## config.mk

```make
export PLATFORM = sky130hd
export DESIGN_NAME = fft_bank_sched
export DESIGN_NICKNAME = d
export VERILOG_FILES = /design/src/rtl/fft_bank_sched.sv
export SDC_FILE = /design/constraint.sdc
export NUM_CORES = 1
export LEC_CHECK = 0
export BUFFER_PORTS_ARGS = -buffer_cell sky130_fd_sc_hd__buf_2
export CORE_MARGIN = 8
export CORE_UTILIZATION = 50
export DETAILED_ROUTE_END_ITERATION = 12
export PLACE_DENSITY = 0.81
export SKIP_LAST_GASP = 1
export SLEW_MARGIN = 20
export SYNTH_ARGS = -nofsm -noshare
export SYNTH_HDL_FRONTEND = slang
export SYNTH_SLANG_ARGS = --single-unit
```

## constraint.sdc

```tcl
create_clock -name clk_i -period 2.15 [get_ports clk_i]
set_input_delay 0.645 -clock clk_i [delete_from_list [all_inputs] [get_ports clk_i]]
set_output_delay 0.645 -clock clk_i [all_outputs]
set_load 0.05 [all_outputs]
```

## src/rtl/fft_bank_sched.sv

```systemverilog
// ----------------------------------------------------------------------------
// fft_bank_sched
// Ping-pong scheduler for two BRAM banks that hold FFT frames. A writer stores
// one bin (MICS words) per wr_beat_i into the bank being filled. A reader takes
// completed banks through a valid/ready offer and returns each one with a
// rd_done_i pulse. Every output comes straight from a register, so each state
// change shows up on the cycle after the event that caused it.
//
// Ports
//   clk_i        in   clock; all logic on the rising edge
//   rst_i        in   synchronous active-high reset; overrides all other inputs
//   wr_beat_i    in   pulse: writer finished one bin
//   wr_last_i    in   qualifies wr_beat_i: that bin carried the stream tlast
//   wr_allow_o   out  writer may accept the next FFT beat
//   wr_base_o    out  byte base of the bank being filled
//   wr_bin_o     out  bin index expected on the next wr_beat_i
//   rd_valid_o   out  a completed bank is offered to the reader
//   rd_ready_i   in   reader accepts the offered bank
//   rd_base_o    out  byte base of the offered or held bank
//   rd_done_i    in   pulse: reader releases its held bank
//   frame_cnt_o  out  completed frames, wraps
//   drop_cnt_o   out  beats received while wr_allow_o=0, saturates
//   frame_err_o  out  sticky: wr_last_i disagreed with the bin count
//
// Bank states
//   BANK_FREE    | empty, may be chosen for filling
//   BANK_FILLING | writer is storing bins into it (at most one bank)
//   BANK_READY   | holds a complete frame waiting for the reader
//   BANK_READING | handed to the reader, awaiting rd_done_i
// ----------------------------------------------------------------------------
module fft_bank_sched #(
    parameter int BINS       = 256,
    parameter int MICS       = 8,
    parameter int BANK_BYTES = BINS * MICS * 4,
    localparam int BIN_W     = $clog2(BINS)
) (
    input  logic             clk_i,
    input  logic             rst_i,
    input  logic             wr_beat_i,
    input  logic             wr_last_i,
    output logic             wr_allow_o,
    output logic [31:0]      wr_base_o,
    output logic [BIN_W-1:0] wr_bin_o,
    output logic             rd_valid_o,
    input  logic             rd_ready_i,
    output logic [31:0]      rd_base_o,
    input  logic             rd_done_i,
    output logic [15:0]      frame_cnt_o,
    output logic [15:0]      drop_cnt_o,
    output logic             frame_err_o
);

    typedef enum logic [1:0] {
        BANK_FREE,
        BANK_FILLING,
        BANK_READY,
        BANK_READING
    } bank_state_e;

    bank_state_e      bank_q [2];
    bank_state_e      bank_d [2];
    logic [BIN_W-1:0] wr_bin_q, wr_bin_d;
    logic [15:0]      frame_cnt_q, frame_cnt_d;
    logic [15:0]      drop_cnt_q, drop_cnt_d;
    logic             frame_err_q, frame_err_d;
    logic             wr_allow_q, wr_allow_d;
    logic [31:0]      wr_base_q, wr_base_d;
    logic             rd_valid_q, rd_valid_d;
    logic [31:0]      rd_base_q, rd_base_d;
    logic             wr_sel_q, wr_sel_d;   // index of the filling bank
    logic             rd_sel_q, rd_sel_d;   // index of the offered/held bank
    logic             older_q, older_d;     // earlier-completed bank when both READY

    logic accept;
    logic last_bin;
    logic freed;
    logic freed_idx;
    logic any_ready;
    logic any_reading;
    logic both_ready;

    function automatic logic [31:0] base_of(input logic idx);
        return idx ? 32'(BANK_BYTES) : 32'd0;
    endfunction

    always_ff @(posedge clk_i) begin
        if (rst_i) begin
            bank_q[0]   <= BANK_FILLING;
            bank_q[1]   <= BANK_FREE;
            wr_bin_q    <= '0;
            frame_cnt_q <= '0;
            drop_cnt_q  <= '0;
            frame_err_q <= 1'b0;
            wr_allow_q  <= 1'b1;
            wr_base_q   <= '0;
            rd_valid_q  <= 1'b0;
            rd_base_q   <= '0;
            wr_sel_q    <= 1'b0;
            rd_sel_q    <= 1'b0;
            older_q     <= 1'b0;
        end else begin
            bank_q[0]   <= bank_d[0];
            bank_q[1]   <= bank_d[1];
            wr_bin_q    <= wr_bin_d;
            frame_cnt_q <= frame_cnt_d;
            drop_cnt_q  <= drop_cnt_d;
            frame_err_q <= frame_err_d;
            wr_allow_q  <= wr_allow_d;
            wr_base_q   <= wr_base_d;
            rd_valid_q  <= rd_valid_d;
            rd_base_q   <= rd_base_d;
            wr_sel_q    <= wr_sel_d;
            rd_sel_q    <= rd_sel_d;
            older_q     <= older_d;
        end
    end

    always_comb begin
        bank_d[0]   = bank_q[0];
        bank_d[1]   = bank_q[1];
        wr_bin_d    = wr_bin_q;
        frame_cnt_d = frame_cnt_q;
        drop_cnt_d  = drop_cnt_q;
        frame_err_d = frame_err_q;
        wr_sel_d    = wr_sel_q;
        rd_sel_d    = rd_sel_q;
        older_d     = older_q;
        freed       = 1'b0;
        freed_idx   = 1'b0;

        accept   = wr_beat_i & wr_allow_q;
        last_bin = (wr_bin_q == BIN_W'(BINS - 1));

        // Reader release first, so a bank freed this cycle can be refilled
        // by a completion or a stalled writer in the same cycle.
        if (rd_done_i) begin
            if (bank_q[0] == BANK_READING) begin
                bank_d[0] = BANK_FREE;
                freed     = 1'b1;
                freed_idx = 1'b0;
            end else if (bank_q[1] == BANK_READING) begin
                bank_d[1] = BANK_FREE;
                freed     = 1'b1;
                freed_idx = 1'b1;
            end
        end

        // An offer only exists while nothing is READING, so this never
        // collides with the release above.
        if (rd_valid_q && rd_ready_i) begin
            bank_d[rd_sel_q] = BANK_READING;
        end

        if (accept) begin
            if (last_bin) begin
                bank_d[wr_sel_q] = BANK_READY;
                frame_cnt_d      = frame_cnt_q + 16'd1;
                wr_bin_d         = '0;
                if (!wr_last_i) begin
                    frame_err_d = 1'b1;
                end
                if (bank_d[~wr_sel_q] != BANK_READY) begin
                    older_d = wr_sel_q;
                end
                if (bank_d[~wr_sel_q] == BANK_FREE) begin
                    bank_d[~wr_sel_q] = BANK_FILLING;
                    wr_sel_d          = ~wr_sel_q;
                end
            end else if (wr_last_i) begin
                // Early tlast: restart the frame in the same bank.
                frame_err_d = 1'b1;
                wr_bin_d    = '0;
            end else begin
                wr_bin_d = wr_bin_q + 1'b1;
            end
        end else if (wr_beat_i && (drop_cnt_q != 16'hFFFF)) begin
            drop_cnt_d = drop_cnt_q + 16'd1;
        end

        if (!wr_allow_q && freed) begin
            bank_d[freed_idx] = BANK_FILLING;
            wr_sel_d          = freed_idx;
        end

        wr_allow_d  = (bank_d[0] == BANK_FILLING) || (bank_d[1] == BANK_FILLING);
        wr_base_d   = wr_allow_d ? base_of(wr_sel_d) : wr_base_q;

        any_ready   = (bank_d[0] == BANK_READY) || (bank_d[1] == BANK_READY);
        both_ready  = (bank_d[0] == BANK_READY) && (bank_d[1] == BANK_READY);
        any_reading = (bank_d[0] == BANK_READING) || (bank_d[1] == BANK_READING);
        rd_valid_d  = any_ready && !any_reading;

        // A newly completed bank is always younger than one already offered,
        // so the selection below never moves while an offer is pending.
        if (rd_valid_d) begin
            rd_sel_d = both_ready ? older_d : (bank_d[1] == BANK_READY);
        end else if (any_reading) begin
            rd_sel_d = (bank_d[1] == BANK_READING);
        end
        rd_base_d = base_of(rd_sel_d);
    end

    assign wr_allow_o  = wr_allow_q;
    assign wr_base_o   = wr_base_q;
    assign wr_bin_o    = wr_bin_q;
    assign rd_valid_o  = rd_valid_q;
    assign rd_base_o   = rd_base_q;
    assign frame_cnt_o = frame_cnt_q;
    assign drop_cnt_o  = drop_cnt_q;
    assign frame_err_o = frame_err_q;

endmodule

```

# After elaboration in Yosys (flattened, before gate mapping)
# Memory sizes are Yosys's and may differ from the RTL's.
# Index checks and enable logic that the tools add are counted.
[totals] regBits=110 mem_bits_rw=4 out_inout_bits=107 n_memories=1
[memory_table] name="bank_q" depth=2 width=2 read_ports=2 rd_clocked_by_memory_dff=0 write_ports=2 line_no="60" source="bank_state_e bank_q [2];"
[classes] reduce_logical=19 mux=47 n_eq_ne=12 n_bitwise=19 order_cmp=8 n_addsub=3
[ops] op="$add 16x1->16 const B" n=2
[ops] op="$mux 14" n=2
[ops] op="$mux 2" n=12
[ops] op="$mux 4" n=6
[ops] op="$mux 1" n=21
[ops] op="$mux 8" n=2
[ops] op="$ne 16x16->1 const B" n=1
[ops] op="$eq 2x2->1 const B" n=6
[ops] op="$logic_and 1x1->1" n=9
[ops] op="$add 8x1->8 const B" n=1
[ops] op="$demux 2 s1" n=4
[ops] op="$eq 8x8->1 const B" n=1
[ops] op="$ge 2x2->1 const B" n=4
[ops] op="$lt 2x1->1 const B" n=4
[ops] op="$not 1->2" n=4
[ops] op="$and 2x2->2" n=3
[ops] op="$not 2->2" n=3
[ops] op="$or 2x2->2" n=3
[ops] op="$eq 2x1->1 const B" n=2
[ops] op="$ne 2x2->1 const B" n=2
[ops] op="$or 4x4->4" n=1
[ops] op="$reduce_and 2->1" n=2
[ops] op="$logic_or 1x1->1" n=3
[ops] op="$reduce_and 3->1" n=1
[ops] op="other kinds (6)" n=9

# Logic depth before layout (Yosys ltp)
# Gate-level depths: netlist of the first run.
[depth] ltp_word=23 ltp_mapped=7 ltp_nobuf=6

# Worst setup path before layout of the first run
# Ideal clock, no wire load.
[synth_path] path_type="register to register" start="reg wr_bin_q[0] (netlist: wr_bin_o[0])" end="reg wr_base_q[13] (netlist: wr_base_o[13])" slack_ps=-78 stages_incl_launch_ff=7 required_time_ps=2029 setup_ps=121 arrival_time_ps=2108 period_less_slack_ps=2228 cell_sequence="dfxtp_1 > ha_1 > nand3_1 > nor4_2 > a211oi_1 > a211oi_2 > mux2_2"
[synth_via] elab_chain_cells=7 elab_cells_between_ends=13 classes_between="eq/ne (3); mux (7); bitwise (2); reduce/logical (1)"
[synth_rtl] element="start: declaration" line_no="62" source="logic [BIN_W-1:0] wr_bin_q, wr_bin_d;"
[synth_rtl] element="start signal: assignment" line_no="104" source="wr_bin_q <= wr_bin_d;"
[synth_rtl] element="$eq 8x8->1 (*)" line_no="132" source="last_bin = (wr_bin_q == BIN_W'(BINS - 1));"
[synth_rtl] element="$mux 4" line_no="155" source="if (last_bin) begin"
[synth_rtl] element="$mux 4" line_no="154" source="if (accept) begin"
[synth_rtl] element="$or 2x2->2 (no source line) or $and 2x2->2 (tied branches)"
[synth_rtl] element="$mux 4" line_no="180" source="if (!wr_allow_q && freed) begin"
[synth_rtl] element="$eq 2x1->1" line_no="185" source="wr_allow_d = (bank_d[0] == BANK_FILLING) || (bank_d[1] == BANK_FILLING);"
[synth_rtl] element="$logic_or 1x1->1" line_no="185"
[synth_rtl] element="end signal: assignment" line_no="109" source="wr_base_q <= wr_base_d;"
[synth_rtl] element="end: declaration" line_no="67" source="logic [31:0] wr_base_q, wr_base_d;"
# Mark *: on every way between the ends. The rest lies on a longest branch, timed or not.
# A chain may end at the register's enable or synchronous reset.

# Final worst setup path of the first run
[layout_path] start="reg wr_bin_q[0] (netlist: wr_bin_o[0])" end="reg rd_valid_q (netlist: rd_valid_o)"
[layout_via] elab_chain_cells=9 elab_cells_between_ends=14 classes_between="eq/ne (5); mux (3); bitwise (2); reduce/logical (4)"
[layout_rtl] element="$eq 8x8->1 (*)" line_no="132"
[layout_rtl] element="$mux 4 (*)" line_no="155"
[layout_rtl] element="$mux 4 (*)" line_no="154"
[layout_rtl] element="$or 2x2->2 (no source line) or $and 2x2->2 (tied branches)"
[layout_rtl] element="$mux 4 (*)" line_no="180"
[layout_rtl] element="$eq 2x2->1" line_no="190" source="any_reading = (bank_d[0] == BANK_READING) || (bank_d[1] == BANK_READING);"
[layout_rtl] element="$logic_or 1x1->1" line_no="190"
[layout_rtl] element="$logic_not 1->1" line_no="191" source="rd_valid_d = any_ready && !any_reading;"
[layout_rtl] element="$logic_and 1x1->1 (*)" line_no="191"
[layout_rtl] element="end signal: assignment" line_no="110" source="rd_valid_q <= rd_valid_d;"
[layout_rtl] element="end: declaration" line_no="68" source="logic rd_valid_q, rd_valid_d;"
# Marked as above.

==> summary.md, run 1 <==
| Metric | Value |
|---|---|
| Part of the Yosys area used for sequential elements | 0.330 |
| Post-synth top area share | 0.330 |
| CP Max Fanout | 6 |
| Clk_lat worst skew | 0.30 ns |
| Diode count | 0 |
| Tot Pwr | 1.86 mW |
| WL/cell | 13.8 um |
| Worst-path cell chain | ha_1, and3_4, and4_4, o31ai_2, a211oi_1, a2111oi_1 |
| Hold Vio Cnt, Final | 0 |
| Die Width | 94.7 um |
| Cell Pwr Density | 561 nW/um2 |
| Netlist cell types | 58 |
| WL final | 6930 um |
| Pin count of the biggest net entering global routing | 20 |
| Final setup viols | 0 |
| Post-synthesis compound-gate area fraction | 0.133 |
| Clock tree buffer depth | 2 |
| Grt total ovfl | 0 |
| Synth Instances | 373 |
| Die area | 8970 um2 |
| Drt initial violations | 122 |
| # rows | 28 |
| Post-DP HPWL | 5490 um |
| Total CTS buffers | 5 |
| Post-synth EDFFs | 0 |
| Post-cts hold buffer count | 0 |
| Crit path capture type | register |
| Post-CTS setup buffers | 0 |
| Max H-tree Level | 2 |
| Die Ht | 94.7 um |
| Max_cap viols | 0 |
| Period utilisation layout | 0.896 |
| Num Clock Sinks | 51 |
| Most used DFF post-synth | dfxtp_1 |
| P_leak | 1.39 nW |
| Starting Density | 0.520 |
| Hold crit path type | reg2reg |
| First-pass GRT wire length | 11300 um |
| Avg Cell Area, Syn | 8.31 um2 |
| Multiplexer area fraction after synthesis | 0.00687 |
| CP Launch Type | register |
| CP Class | reg2reg |
| Ports | 113 |
| Fmax | 0.519 GHz |
| GPL Wtd Cong | 0.900 |
| Total negative setup slack | 0 ns |
| Simple-Gate Fraction of Synth Area | 0.258 |
| Final Max Tran Viols | 0 |
| Layout Area Growth over Synthesis | 6.87% |
| Fin nets | 435 |
| Status | finished, final reports clean |
| Vias in the first global route | 2450 |
| Post-route cell area | 3310 um2 |
| Worst VDD drop | 0.000349 V |
| Synth warn | 0 |
| Leading area contributor after synthesis | dfxtp_1 |
| Final min period | 1.93 ns |
| Residual DRC count | 0 |
| Layout cells sized above 1 | 0.206 |
| Post-DR vias/cell | 5.18 |
| Placed cell area | 3210 um2 |
| CTS resizes | 0 |
| XOR/XNOR Fraction of Synth Area | 0.0792 |
| Area contributors post-synth | dfxtp_1 33%, buf_4 15%, nor2_1 5.1% |
| ANT nets after route | 0 |
| Combinational family with the most area after synthesis | simple AND/OR/NAND/NOR gates |
| Cell Area, Synth | 3100 um2 |
| Port buffer count | 50 |
| Detailed-route via count | 2601 |
| Root Buffer | clkbuf_8 |
| CTS tree | done |
| WP data required | 2.35 ns |
| Area of the core | 5960 um2 |
| RSZ-0062 raised after global routing | no |
| Crit path DAT | 2.12 ns |
| Flops & latches, synth | 51 |
| Slowest cell on crit path | dfxtp_2 |
| Filler cells | 568 |
| Crit-path max cell delay | 0.35 ns |
| Total Routing Usage GR | 0.151 |
| Ys async rst share | 0 |
| Detailed Routing Iterations Pass 1 | 4 |
| Adder-Cell Fraction of Synth Area | 0.0121 |
| Final Skew | 0.00784 ns |
| Worst-path clk slew | 0.10 ns |
| WHS | 0.486 ns |
| Initial antenna violation count | 0 |
cell usage after synthesis, drive strengths merged, types with 2 or more instances:
cell type  count
buf           66
dfxtp         51
nor2          43
nand2         26
nand3         22
a21oi         20
xnor2         14
xor2          14
nand4         10
o21ai          9
inv            8
nor3           8
clkbuf         7
o31ai          7
a211oi         6
and3           5
nor4           5
or4            5
a31oi          4
nand2b         4
and2           3
and4           3
ha             3
nor2b          3
or3            3
a21o           2
o2111ai        2
o211ai         2
o21bai         2
or2            2
path summary, 6_finish.rpt:
kind	from	endpoint	slack, ns	cells after the start
worst max-delay path	wr_bin_o[0]	rd_valid_o	0.22	6
worst min-delay path	wr_bin_o[1]	wr_bin_o[1]	0.49	2
worst max register to register	wr_bin_o[0]	rd_valid_o	0.22	6
worst min register to register	wr_bin_o[1]	wr_bin_o[1]	0.49	2
sequential cells by signal, summed over array words and instances, names as in the netlist:
signal and cells:
wr_bin_o 8, frame_cnt_o 16, wr_sel_q 1, frame_err_o 1, rd_valid_o 1, wr_allow_o 1
older_q 1, drop_cnt_o 16, bank_q 4, wr_base_o 1, rd_sel_q 1
critical path, delay by kind of cell (launching register included):
kind	cells	cell delay (ns)
compound gates	3	0.75
simple gates	2	0.45
fa+ha+maj	1	0.27
flops	1	0.35
power breakdown:
part	internal, mW	switching [mW]	leakage (nW)
logic	0.0155	0.279	0.932
registers	0.947	0.00276	0.412
clock network	0.293	0.319	0.0505
total	1.26	0.601	1.39
cells in the final DEF, fill, tap and decap left out, types with 3 or more instances in the layout:
cell	synthesis	routed
buf_4	63	8
and2_1	3	3
and3_1	4	4
o31ai_1	6	6
nor2b_1	3	3
nor3_1	6	6
nand2b_1	4	4
or4_1	5	5
o21ai_0	7	7
a21oi_1	20	20
nand2_1	26	26
nand4_1	8	8
xnor2_1	14	14
xor2_1	14	14
a31oi_1	4	4
conb_1	1	62
nand3_1	21	21
a211oi_1	5	5
dfxtp_1	51	49
inv_1	8	8
ha_1	3	3
or3_1	3	3
nor2_1	42	42
clkbuf_8	0	7
buf_2	1	50
layout make-up:
cell class	instances	area [um2]	area share
clock buffer	7	96.3	0.0291
clock inverter	1	7.51	0.00227
inverter	8	30.0	0.00907
multi-input combinational	302	1750	0.528
sequential	51	1020	0.309
tap	75	93.8	0.0283
timing repair buffer	58	310	0.0937
stage by stage:
step | instances | setup WS (ns) | util
after floorplan | 434 | 0.0598 | -
after global placement | 494 | 0.0855 | 0.538
after detailed placement | 494 | 0.0624 | 0.538
after CTS | 502 | 0.235 | 0.556
after global routing | 502 | 0.0861 | 0.556
final | 502 | 0.224 | 0.556
routing by layer:
metal,wire length (um),vias to the layer above,part of all wire,global-route usage
met5,0,-,0,0
met4,63,0,0.0091,0.0507
met3,749,6,0.11,0.0421
met2,3080,107,0.44,0.239
met1,3040,1202,0.44,0.193
li1,-,1286,-,-
kinds of logic after synthesis:
family	Yosys count
AO/OA/AOI/OAI	62
AND/OR/NAND/NOR	145
XOR/XNOR	28
flip-flops	51
multiplexers	2
other	1
adder cells (fa/ha/maj)	3
buffers and inverters	81
No activity file was read; power rests on OpenSTA's default activity.
==> run 2: changes to the inputs <==
CORE_UTILIZATION = 45   (was 50)
PLACE_DENSITY = 0.77   (was 0.81)
clock period = 1.61 ns   (was 2.15 ns; I/O delays follow)
==> run 2 against run 1 <==
Against the previous run: the run now ends with negative setup slack left; first-iteration DRC count grew 9.8%; flip-flop and latch count is the same; global-route usage grew 0.93 points; power grew 31%; design area grew 26%; wire length grew 20%; non-clock buffer count grew 64; clock power grew 26%; sequential power grew 32%; combinational power grew 41%; largest cell class unchanged; largest power group unchanged.
==> summary.md, run 2 (synthesis results as in run 1) <==
| Metric | Value |
|---|---|
| Hold Vio Cnt, Final | 0 |
| WP data required | 1.81 ns |
| Layout cells sized above 1 | 0.445 |
| CTS tree | done |
| Root Buffer | clkbuf_8 |
| WL final | 8330 um |
| ANT nets after route | 0 |
| WHS | 0.485 ns |
| Ports | 113 |
| Slowest cell on crit path | dfxtp_4 |
| Reg-to-reg critical path startpoint | wr_bin_o[1] |
| Die Width | 99.0 um |
| Drt initial violations | 134 |
| Clock tree buffer depth | 2 |
| Hold Crit Depth | 3 |
| R2R cell count | 6 |
| Most common cell after layout, fill and taps aside | buf_4 |
| Max H-tree Level | 2 |
| Port buffer count | 50 |
| Util after Layout | 0.619 |
| CP Class | reg2reg |
| Most frequent cells in the layout | 69 x buf_4, 62 x conb_1, 48 x buf_2 |
| CP Launch Type | register |
| Final Max Tran Viols | 0 |
| Hold crit path type | in2reg |
| Total Routing Usage GR | 0.160 |
| Max_cap viols | 0 |
| Residual DRC count | 0 |
| Worst-path clk slew | 0.09 ns |
| Vias in the first global route | 2813 |
| Final Skew | 0.00466 ns |
| GR Layer Usage met1 | 0.180 |
| CP Max Fanout | 4 |
| P_leak | 1.85 nW |
| GPL Wtd Cong | 0.933 |
| Placed cell area | 3750 um2 |
| Grt total ovfl | 0 |
| Worst reg2reg endpoint | wr_base_o[13] |
| Setup ws final | -0.161 ns |
| Pin count of the biggest net entering global routing | 19 |
| Clk_lat worst skew | 0.30 ns |
| Total negative setup slack | -0.725 ns |
| Crit path DAT | 1.97 ns |
| Cell Pwr Density | 587 nW/um2 |
| Flop2flop setup slack | -0.16 ns |
| Crit path capture type | register |
| Hold path endpoint | wr_bin_o[1] |
| Grt met2 use | 0.277 |
| CP delay by family, top | simple AND/OR/NAND/NOR gates |
| Num Clock Sinks | 51 |
| Detailed-route via count | 2855 |
| Detailed Routing Iterations Pass 1 | 4 |
| Failing checks | negative setup slack |
| Area of the core | 6720 um2 |
| Total CTS buffers | 5 |
| Diode count | 0 |
| Layout Area Growth over Synthesis | 34.2% |
| Starting Density | 0.461 |
| Worst VDD drop | 0.000276 V |
| Post-DR vias/cell | 4.99 |
| Fin nets | 500 |
| Grt met3 use | 0.0529 |
| WL/cell | 14.6 um |
| Hold Crit Start | wr_beat_i |
| Die Ht | 99.0 um |
| Fmax | 0.565 GHz |
| Worst-path cell chain | ha_4, and3_4, and4_4, nor3_4, a211oi_2, mux2_4 |
| Buf/Inv on CP | 0 |
| First-pass GRT wire length | 13100 um |
| Crit-path max cell delay | 0.37 ns |
| Final setup viols | 17 |
| GRT Max-Usage Layer | met2 |
| Initial antenna violation count | 1 |
| RSZ-0062 raised after global routing | yes |
| Post-route cell area | 4160 um2 |
| Die area | 9800 um2 |
| Status | finished with violations |
| Final min period | 1.77 ns |
| Period utilisation layout | 1.10 |
| Post-DP HPWL | 6270 um |
| # rows | 30 |
run 2: cell types whose count changed in the layout (fill, tap and decap cells not counted), moves of 5 or more:
cell,delta
nand3_2,+7
a21oi_2,+5
or4_4,+5
or4_1,-5
a21oi_1,-5
nand3_1,-8
dfxtp_1,-33
dfxtp_4,+10
dfxtp_2,+23
buf_4,+61
run 2: final cells by class:
| type | count | area, um2 |
|---|---|---|
| Fill cell | 563 | 2560 |
| Tap cell | 80 | 100 |
| Clock inverter | 2 | 11.3 |
| Clock buffer | 6 | 82.6 |
| Sequential cell | 51 | 1090 |
| Multi-Input combinational cell | 303 | 2040 |
| Timing Repair Buffer | 122 | 807 |
| Inverter | 8 | 30.0 |
run 2: power by group:
part | total [mW] | internal [mW] | switching [mW]
clock | 0.773 | 0.344 | 0.429
combinational | 0.416 | 0.0337 | 0.382
sequential | 1.25 | 1.25 | 0.00349
run 2: worst max path at each step:
stage / start / end / slack, ns / cells past startpoint
after floorplan: wr_bin_o[1] / wr_base_o[13] / -0.21 / 6
after global placement: rd_done_i / wr_base_o[13] / -0.26 / 6
after detailed placement: rd_done_i / wr_base_o[13] / -0.33 / 6
after CTS: wr_bin_o[0] / wr_base_o[13] / -0.16 / 6
after global routing: wr_bin_o[1] / wr_base_o[13] / -0.17 / 6
final: wr_bin_o[1] / wr_base_o[13] / -0.16 / 6
run 2: per-layer routing:
metal	part of all wire	vias up	routed length (um)
li1	-	1416	-
met1	0.42	1316	3480
met2	0.48	101	3980
met3	0.081	20	672
met4	0.021	2	178
met5	0.0013	-	11
run 2: worst reg2reg max path, delay by kind of cell (launching register included):
family                     cells  cell delay [ns]
AOI/OAI and AO/OA              1             0.30
adders and majority gates      1             0.15
DFF                            1             0.37
muxes                          1             0.34
and+or+nand+nor                3             0.52
run 2: stage by stage:
stage               setup WS [ns]  std cells  total power, mW
CTS                        -0.163        567             2.45
floorplan                  -0.208        434             1.76
finish                     -0.161        572             2.44
global placement           -0.261        556             1.68
detailed placement         -0.335        556             1.69
global route               -0.174        572             2.52
run 2: repair_timing:
action                     CTS  global route
pin swaps                    8            21
gates cloned                 1             0
gates resized for setup      8            41
setup endpoints to repair   17            29
buffers inserted             2             6
hold buffers                 0             0
